**config.mk**
```make
export PLATFORM = sky130hd
export DESIGN_NAME = hazard_ctrl
export DESIGN_NICKNAME = d
export VERILOG_FILES = /design/src/rtl/hazard_ctrl.sv
export SDC_FILE = /design/constraint.sdc
export NUM_CORES = 1
export LEC_CHECK = 0
export CORE_MARGIN = 2
export CORE_UTILIZATION = 42
export CTS_CLUSTER_DIAMETER = 200
export DETAILED_ROUTE_END_ITERATION = 10
export PLACE_DENSITY = 0.8
export SLEW_MARGIN = 0
export SYNTH_ARGS = -nofsm -noshare
export SYNTH_HDL_FRONTEND = slang
export SYNTH_SLANG_ARGS = --single-unit
```
**constraint.sdc**
```tcl
create_clock -name clk -period 2.8 [get_ports clk]
set_input_delay 0.56 -clock clk [delete_from_list [all_inputs] [get_ports clk]]
set_output_delay 0.56 -clock clk [all_outputs]
set_load 0.005 [all_outputs]
```
**src/rtl/hazard_ctrl.sv**
```systemverilog
// hazard_ctrl: pipeline stall/flush/forward control with data-memory wait FSM,
// sticky timeout error and saturating stall counter.
module hazard_ctrl #(
   parameter int TIMEOUT = 255
) (
   input  logic        clk,
   input  logic        rst,
   input  logic [4:0]  id_rs1,
   input  logic [4:0]  id_rs2,
   input  logic [4:0]  ex_rs1,
   input  logic [4:0]  ex_rs2,
   input  logic [4:0]  ex_rd,
   input  logic        ex_mem_read,
   input  logic        ex_redirect,
   input  logic [4:0]  mem_rd,
   input  logic        mem_reg_write,
   input  logic        dmem_req,
   input  logic        dmem_ack,
   input  logic [4:0]  wb_rd,
   input  logic        wb_reg_write,
   output logic        stall_pc,
   output logic        stall_if_id,
   output logic        stall_id_ex,
   output logic        stall_ex_mem,
   output logic        flush_if_id,
   output logic        flush_id_ex,
   output logic        flush_mem_wb,
   output logic [1:0]  fwd_a,
   output logic [1:0]  fwd_b,
   output logic        err,
   output logic [15:0] stall_cycles
);
   typedef enum logic [1:0] {RUN, MEM_WAIT, FLUSH} state_t;
   state_t state, next;
   logic [7:0] wcnt;
   logic lu, miss, tmo;
   assign lu = ex_mem_read && ex_rd != 5'd0 && (ex_rd == id_rs1 || ex_rd == id_rs2);
   assign miss = dmem_req && !dmem_ack;
   // counter reaches TIMEOUT on the increment happening this cycle
   assign tmo = wcnt == 8'(TIMEOUT - 1);
   assign fwd_a = (mem_reg_write && mem_rd != 5'd0 && mem_rd == ex_rs1) ? 2'b10 :
                  (wb_reg_write && wb_rd != 5'd0 && wb_rd == ex_rs1) ? 2'b01 : 2'b00;
   assign fwd_b = (mem_reg_write && mem_rd != 5'd0 && mem_rd == ex_rs2) ? 2'b10 :
                  (wb_reg_write && wb_rd != 5'd0 && wb_rd == ex_rs2) ? 2'b01 : 2'b00;
   always_comb begin
      next = state;
      {stall_pc, stall_if_id, stall_id_ex, stall_ex_mem} = 4'b0;
      {flush_if_id, flush_id_ex, flush_mem_wb} = 3'b0;
      case (state)
         RUN:
            if (miss) begin
               {stall_pc, stall_if_id, stall_id_ex, stall_ex_mem, flush_mem_wb} = 5'b11111;
               next = MEM_WAIT;
            end else if (ex_redirect) begin
               {flush_if_id, flush_id_ex} = 2'b11;
               next = FLUSH;
            end else if (lu) begin
               {stall_pc, stall_if_id, flush_id_ex} = 3'b111;
            end
         MEM_WAIT:
            if (dmem_ack) next = RUN;
            else begin
               {stall_pc, stall_if_id, stall_id_ex, stall_ex_mem, flush_mem_wb} = 5'b11111;
               next = tmo ? RUN : MEM_WAIT;
            end
         FLUSH: begin
            flush_if_id = 1'b1;
            next = RUN;
         end
         default: next = RUN;
      endcase
   end
   always_ff @(posedge clk or posedge rst) begin
      if (rst) begin
         state <= RUN;
         wcnt <= 8'd0;
         err <= 1'b0;
         stall_cycles <= 16'd0;
      end else begin
         state <= next;
         wcnt <= (state != MEM_WAIT) ? 8'd0 : dmem_ack ? wcnt : wcnt + 8'd1;
         err <= err | (state == MEM_WAIT && !dmem_ack && tmo);
         stall_cycles <= stall_cycles + 16'(stall_pc && stall_cycles != 16'hFFFF);
      end
   end
endmodule
```
Word level (Yosys, flattened, before mapping)
Cells that the tools add are included.
Widths: inputs -> output; s select.
{ "word_totals": {"regBits": 27, "inputBits": 43, "output_inout_bits": 28, "wordCells": 62} }
{ "op_classes": {"n_addsub": 2, "eq_ne": 13, "mux": 24, "n_bitwise": 1, "n_reduce_logical": 18} }
{ "op_table": {"columns": ["operator", "count"], "rows": [
  ["$eq 5x5->1", 6],
  ["$add 16x1->16", 1],
  ["$mux 8", 2],
  ["$ne 16x16->1 const B", 1],
  ["$reduce_bool 5->1", 3],
  ["$mux 1", 14],
  ["$logic_and 1x1->1", 12],
  ["$add 8x1->8 const B", 1],
  ["$eq 8x8->1 const B", 1],
  ["$mux 2", 4],
  ["$pmux 1 s2", 3],
  ["$ne 2x1->1 const B", 2],
  ["$pmux 2 s2", 1],
  ["$ne 3x3->1 const B", 1],
  ["$eq 2x1->1 const B", 1],
  ["$eq 2x2->1 const B", 1],
  ["$logic_not 2->1", 1],
  ["$logic_not 1->1", 1],
  ["$logic_or 1x1->1", 1],
  ["$or 1x1->1", 1]
]} }

Longest topological paths before layout
Gate-level depths: netlist of run 1.
{ "depth": {"ltp_word": 9, "ltp_mapped": 10, "mapped_depth_nobuf": 10} }

Worst setup path before layout of run 1
OpenSTA, ideal clock, no wires.
{ "synth_path": {"kind": "input -> register", "startpoint": "input ex_rd[1]", "endpoint": "register stall_cycles[8]", "setup_time_ns": 0.124, "arrival_ns": 2.414, "required_ns": 2.676, "slack_ns": 0.262, "path_stages": 10, "n_path_buf": 0, "path_cell_list": "or4_1 -> o21a_1 -> o311ai_0 -> o22ai_1 -> ha_1 -> ha_1 -> nand3_1 -> nor2_1 -> and3_1 -> xor2_1"} }
{ "synth_via": {"elab_chain_len": 9, "word_cells_on_any_way": 12, "classes_between": "add/sub (1); eq/ne (2); mux (4); reduce/logical (5)"} }
{ "synth_lines": {"columns": ["item", "line", "rtl"], "rows": [
  ["from (decl)", "12", "input logic [4:0] ex_rd,"],
  ["$eq 5x5->1 / $reduce_bool 5->1 (equally long branches)", "37", "assign lu = ex_mem_read && ex_rd != 5'd0 && (ex_rd == id_rs1 || ex_rd == id_rs2);"],
  ["$logic_or 1x1->1 / $logic_and 1x1->1 (equally long branches)", "37", null],
  ["$logic_and 1x1->1 *", "37", null],
  ["$mux 1 *", "57", "end else if (lu) begin"],
  ["$mux 1 *", "54", "end else if (ex_redirect) begin"],
  ["$mux 1 *", "51", "if (miss) begin"],
  ["$pmux 1 s2 *", "49", "case (state)"],
  ["$logic_and 1x1->1 *", "83", "stall_cycles <= stall_cycles + 16'(stall_pc && stall_cycles != 16'hFFFF);"],
  ["$add 16x1->16 *", "83", null],
  ["to (signal assigned)", "83", null],
  ["to (decl)", "31", "output logic [15:0] stall_cycles"]
]} }
Every way passes the cells marked *; elsewhere a longest branch is shown, timed or not.
A chain may end at the register's enable or synchronous reset.

Worst setup path in the final report of run 1
{ "layout_path": {"startpoint": "input mem_rd[1]", "endpoint": "output fwd_b[1]"} }
{ "layout_via": {"elab_chain_len": 4, "word_cells_on_any_way": 5, "classes_between": "eq/ne (1); mux (1); reduce/logical (3)"} }
{ "layout_lines": {"columns": ["item", "line", "rtl"], "rows": [
  ["from (decl)", "15", "input logic [4:0] mem_rd,"],
  ["$reduce_bool 5->1", "43", "assign fwd_b = (mem_reg_write && mem_rd != 5'd0 && mem_rd == ex_rs2) ? 2'b10 :"],
  ["$logic_and 1x1->1", "43", null],
  ["$logic_and 1x1->1 *", "43", null],
  ["$mux 2 *", "43", null],
  ["to (decl)", "29", "output logic [1:0] fwd_b,"]
]} }
Marked as above.

==> flow_metrics.tcl, run 1 <==
set metrics [dict create \
    clockBufferDepth 2 \
    post-place-ws_ns -0.317 \
    grt_pass1_wl_um 6680 \
    use_met3_pct 3.89 \
    hold_viol_final 0 \
    pin_count 71 \
    rows 22 \
    holdWs_ns 0.472 \
    layout_commonest_cell "clkdlybuf4s50_1" \
    worst_slew_pin_slew_ns 0.386 \
    seq_area_frac_synth_pct 40.8 \
    drt-total-wl_um 4420 \
    vias_per_cell 4.94 \
    use_met1_pct 24.8 \
    drt-pass1-iter-count 4 \
    setup_viol 0 \
    place_hpwl_um 3320 \
    maxCapViolations 0 \
    remaining_drc_errors 0 \
    timing.final.crit_share_pct 98.7 \
    crit_required_ns 2.24 \
    final_nets 311 \
    gp_congestion 0.825 \
    grt_max_degree 28 \
    synth_cell_types 32 \
    cts.sinks 27 \
    syn_nets 217 \
    first_global_vias 1495 \
    p_per_area_mw_per_mm2 391 \
    netlist_area_mm2 0.00166 \
    grt_usage_pct 19.7 \
    critPathKind "in -> out" \
    start_util_pct 44.6 \
    fmax_mhz 362 \
    worst_slack_ns 0.0352 \
    cp-start-kind "input pin" \
    p_leak_nw 1.21 \
    place_area_mm2 0.00255 \
    grt_use_met2_pct 34.0 \
    avgSynthCellArea_um2 9.75 \
    numPortBuffers 70 \
    ant_nets 0 \
    rsz0062_at_grt "yes" \
    clk_latency_ns 0.27 \
    yosys_warnings 0 \
    coreArea_mm2 0.00372 \
    cts_tree "done" \
    syn2layout_area_growth_pct 62.7 \
    synth_seq_cells 27 \
    finalMaxSlewViolations 0 \
    antenna_found_initial 0 \
    hp-class "reg -> reg" \
    routedWlPerCell_um 14.2 \
    top_usage_layer "met2" \
    htreeDepth 1 \
    final_area_mm2 0.00270 \
    status "finished, final reports clean" \
    fp.dieH_um 66.8 \
    max-vdd-ir-drop_mv 0.459 \
    numCtsBuffers 3 \
    overflow 0 \
    fp.dieW_um 66.8 \
    relSlewSlack_pct 74.0 \
    dp.cells 306 \
    vias 1537 \
    first_iter_violations 43 \
    drive_gt1_share_pct 17.5 \
    cp.arrival_ns 2.20 \
    path_clk_slew_ns 0.09 \
    cp_max_fo 2 \
    mostFrequentLayoutCells "59 x clkdlybuf4s50_1, 36 x xor2_1, 27 x dfrtp_1" \
    synthCells 170 \
    clock_skew_ns 0.00460 \
    num_antenna_cells 0 \
    p_total_w 0.00106 \
    endpoint_kind "output pin" \
    layout_min_cycle_time_ns 2.76 \
    layoutNonFillerInstCount 311 \
    root_buffer "clkbuf_8" \
    design.die.area_mm2 0.00447 \
    cts_hold_buf 0 \
]
[routing by layer]
metal | wire, µm | vias up
li1 | - | 767
met1 | 2000 | 711
met2 | 1980 | 57
met3 | 413 | 2
met4 | 34 | 0
met5 | 0 | -
[area by class of cell]
class                      count  area (µm²)
timing repair buffer          92         860
inverter                       8        30.0
tap                           48        60.1
multi-input combinational    132        1030
clock buffer                   4        45.0
sequential                    27         676
fill                         288        1020
[final timing paths]
path,start,end,slack [ns],depth (start not counted)
max,mem_rd[1],fwd_b[1],0.04,6
min,err,err,0.47,2
max reg2reg,stall_cycles[4],stall_cycles[12],0.46,11
min reg2reg,err,err,0.47,2
max in group asynchronous,rst,stall_cycles[9],1.89,3
min in group asynchronous,rst,state[1],0.65,3
[registers in the layout, indices dropped and copies added, names as in the netlist]
signal        count
state             2
wcnt              8
err               1
stall_cycles     16
[cells in the mapped netlist]
master	count	share of area (%)
o311ai_0	1	0.53
nor2b_1	1	0.38
nor2_1	15	3.4
o21ai_0	2	0.60
a21oi_1	2	0.60
inv_1	8	1.8
o21ai_2	1	0.53
and4_1	2	1.1
dfrtp_1	27	41
o21a_1	1	0.45
xnor2_1	15	7.9
a211oi_1	1	0.45
nand2_1	10	2.3
nor3_1	6	1.8
nor4_1	2	0.75
nand2b_1	1	0.38
buf_4	3	1.4
and3_1	3	1.1
nand3_1	11	3.3
o31ai_1	1	0.45
o21ai_1	1	0.30
or4_4	1	0.68
o22ai_1	1	0.38
a22oi_1	1	0.45
nor4_2	2	1.5
or2_2	1	0.38
or4_1	4	1.8
o211ai_1	1	0.45
and3b_1	1	0.53
xor2_1	36	19
ha_1	4	3.0
nand4_1	4	1.5
[through the flow]
stage,utilization [%],setup TNS [ns]
final,72.6,0
after global routing,72.6,-0.0238
after CTS,70.4,0
after detailed placement,68.7,-3.39
after global placement,68.7,-2.98
after floorplan,-,0
[cells by family (layout without fill, tap and decap cells)]
group / count (synthesis) / after routing / share of synthesized area, %
xor+xnor: 51 / 51 / 26.9
simple gates: 64 / 64 / 20.9
fa+ha+maj: 4 / 4 / 3.02
buf+inv: 11 / 104 / 3.17
flops: 27 / 27 / 40.8
compound gates: 13 / 13 / 5.21
[critical path, stage by stage]
cell	delay, ns
clkdlybuf4s50_1	0.42
or4_4	0.55
o21ai_4	0.21
nor4_4	0.08
buf_4	0.13
dlygate4sd2_1	0.25
[timing repair]
item                                    CTS  global route
resized for setup                        19            18
pin swaps                                 4            11
cloned                                    0             0
endpoints found under the setup margin    9            11
setup buffers                             0             1
[power breakdown]
group          total [W]  switching [W]  internal, W
logic           0.000341       0.000128     0.000213
registers       0.000498      0.0000664     0.000432
clock network   0.000217       0.000115     0.000102
(Power assumes the default switching activity.)
==> inputs of run 2 (changes only) <==
--- a/config.mk
+++ b/config.mk
@@ -9,6 +9,7 @@
 export CORE_UTILIZATION = 42
 export CTS_CLUSTER_DIAMETER = 200
 export DETAILED_ROUTE_END_ITERATION = 10
+export MAX_ROUTING_LAYER = met4
 export PLACE_DENSITY = 0.8
 export SLEW_MARGIN = 0
 export SYNTH_ARGS = -nofsm -noshare
==> run 2 against run 1 <==
Against the previous run:
- critical path depth did not move
- total power shrank 0.12%
- sequential cell count is the same
- cell area is the same
- final cell count stayed put
- clock skew about the same
- clock power about the same
- fmax did not move
- count of clock-buffer cells in the layout stayed put
- first-iteration DRC count shrank 19%
- sequential share of layout area is the same
- global-route usage rose by 0.52 points
- largest cell class unchanged
==> flow_metrics.tcl, run 2 (synthesis results as in run 1) <==
set metrics [dict create \
    cp-start-kind "input pin" \
    post-place-ws_ns -0.317 \
    worst_slew_pin_slew_ns 0.386 \
    gp_congestion 0.837 \
    numPortBuffers 70 \
    switching_power_w 0.000308 \
    fp.dieW_um 66.8 \
    cts.sinks 27 \
    fp.dieH_um 66.8 \
    start_util_pct 44.6 \
    status "finished, final reports clean" \
    p_leak_nw 1.21 \
    pin_count 71 \
    place_hpwl_um 3320 \
    ant_nets 0 \
    fin_tns_setup_ns 0 \
    power_frac_comb_pct 32.2 \
    drt-total-wl_um 4410 \
    hold_viol_final 0 \
    design.die.area_mm2 0.00447 \
    drive_gt1_share_pct 17.5 \
    p_sw_share_pct 29.2 \
    rrSetupSlack_ns 0.46 \
    num_antenna_cells 0 \
    remaining_drc_errors 0 \
    seq_power_share_pct 47.3 \
    max-vdd-ir-drop_mv 0.459 \
    min_to "err" \
    rsz0062_at_grt "yes" \
    power.internal_w 0.000746 \
    largest_register "stall_cycles" \
    cts_tree "done" \
    syn2layout_area_growth_pct 62.7 \
    fillers 288 \
    overflow 0 \
    largest_reg_flops 16 \
    first_iter_violations 35 \
    rows 22 \
    crit_required_ns 2.24 \
    r2r-start "stall_cycles[4]" \
    relSlewSlack_pct 74.0 \
    clock_skew_ns 0.00479 \
    vias_per_cell 4.94 \
    layout_min_cycle_time_ns 2.76 \
    finalMaxSlewViolations 0 \
    reg2reg_to "stall_cycles[12]" \
    drt-pass1-iter-count 4 \
    antenna_found_initial 0 \
    cp_max_fo 2 \
    grt_usage_pct 20.2 \
    top_regs "stall_cycles: 16 flops, wcnt: 8 flops, state: 2 flops" \
    cts_hold_buf 0 \
    clk_latency_ns 0.27 \
    numCtsBuffers 3 \
    vias 1535 \
    maxCapViolations 0 \
    root_buffer "clkbuf_8" \
    worst_slack_ns 0.0352 \
    htreeDepth 1 \
    min_from "err" \
    mostFrequentLayoutCells "59 x clkdlybuf4s50_1, 36 x xor2_1, 27 x dfrtp_1" \
    layout_commonest_cell "clkdlybuf4s50_1" \
    grt_max_degree 28 \
    routedWlPerCell_um 14.2 \
    setup_viol 0 \
    endpoint_kind "output pin" \
    p_per_area_mw_per_mm2 391 \
    grt_pass1_wl_um 6680 \
    final_nets 311 \
    cp.arrival_ns 2.20 \
    first_global_vias 1493 \
    timing.final.crit_share_pct 98.7 \
    critPathKind "in -> out" \
    path_clk_slew_ns 0.09 \
    fmax_mhz 362 \
    clockPowerShare_pct 20.5 \
    hp-class "reg -> reg" \
    reg2regPathDepth 11 \
    whs_path_depth 2 \
    clockBufferDepth 2 \
    coreArea_mm2 0.00372 \
]
run 2: cell counts in the layout (fill, tap and decap cells not counted):
No cell type changed its count.
run 2: critical path, stage by stage:
cell and delay [ns]:
clkdlybuf4s50_1 0.42, or4_4 0.55, o21ai_4 0.21, nor4_4 0.08, buf_4 0.13, dlygate4sd2_1 0.25
run 2: area by class of cell:
class | count | area, µm² | share of cell area (%)
Clock buffer | 4 | 45.0 | 1.67
Timing Repair Buffer | 92 | 860 | 31.9
Tap cell | 48 | 60.1 | 2.23
Sequential cell | 27 | 676 | 25.0
Inverter | 8 | 30.0 | 1.11
Multi-Input combinational cell | 132 | 1030 | 38.1
run 2: timing repair:
item | 4_1_cts | 5_1_grt
buffers inserted | 0 | 1
resized for setup | 19 | 18
endpoints found under the setup margin | 9 | 11
pin swaps | 4 | 11
run 2: routing by layer:
metal  routed length [µm]  global-route usage, %  vias up
met3                  400                   3.55        2
met5                    0                      -        -
met1                 1980                   24.9      711
met2                 2000                   34.1       57
met4                   34                   6.12        0
li1                     -                      -      765
run 2: metrics by stage:
stage,utilization (%),hold WS (ns),total power (W),std cells,area (µm²)
final,72.6,0.472,0.00105,311,2700
after global routing,72.6,0.502,0.00111,311,2700
after CTS,70.4,0.478,0.00104,310,2620
after detailed placement,68.7,0.457,0.000815,306,2550
after global placement,68.7,0.449,0.000809,306,2550
after floorplan,-,0.460,0.000595,170,1660
run 2: worst max-delay path by stage:
stage               from               end  cells past startpoint
2_1_floorplan   ex_rd[1]   stall_cycles[8]                     10
3_3_place_gp   mem_rd[1]          fwd_b[0]                      6
3_5_place_dp   mem_rd[1]          fwd_b[0]                      6
4_1_cts         ex_rd[1]  stall_cycles[12]                     12
5_1_grt        mem_rd[1]          fwd_b[1]                      6
6_report       mem_rd[1]          fwd_b[1]                      6
run 2: power groups by stage:
stage	logic (W)	clock network, W	registers [W]
after floorplan	0.000107	0	0.000488
after global placement	0.000316	0	0.000494
after detailed placement	0.000322	0	0.000492
after CTS	0.000328	0.000220	0.000489
after global routing	0.000368	0.000240	0.000506
final	0.000340	0.000216	0.000498
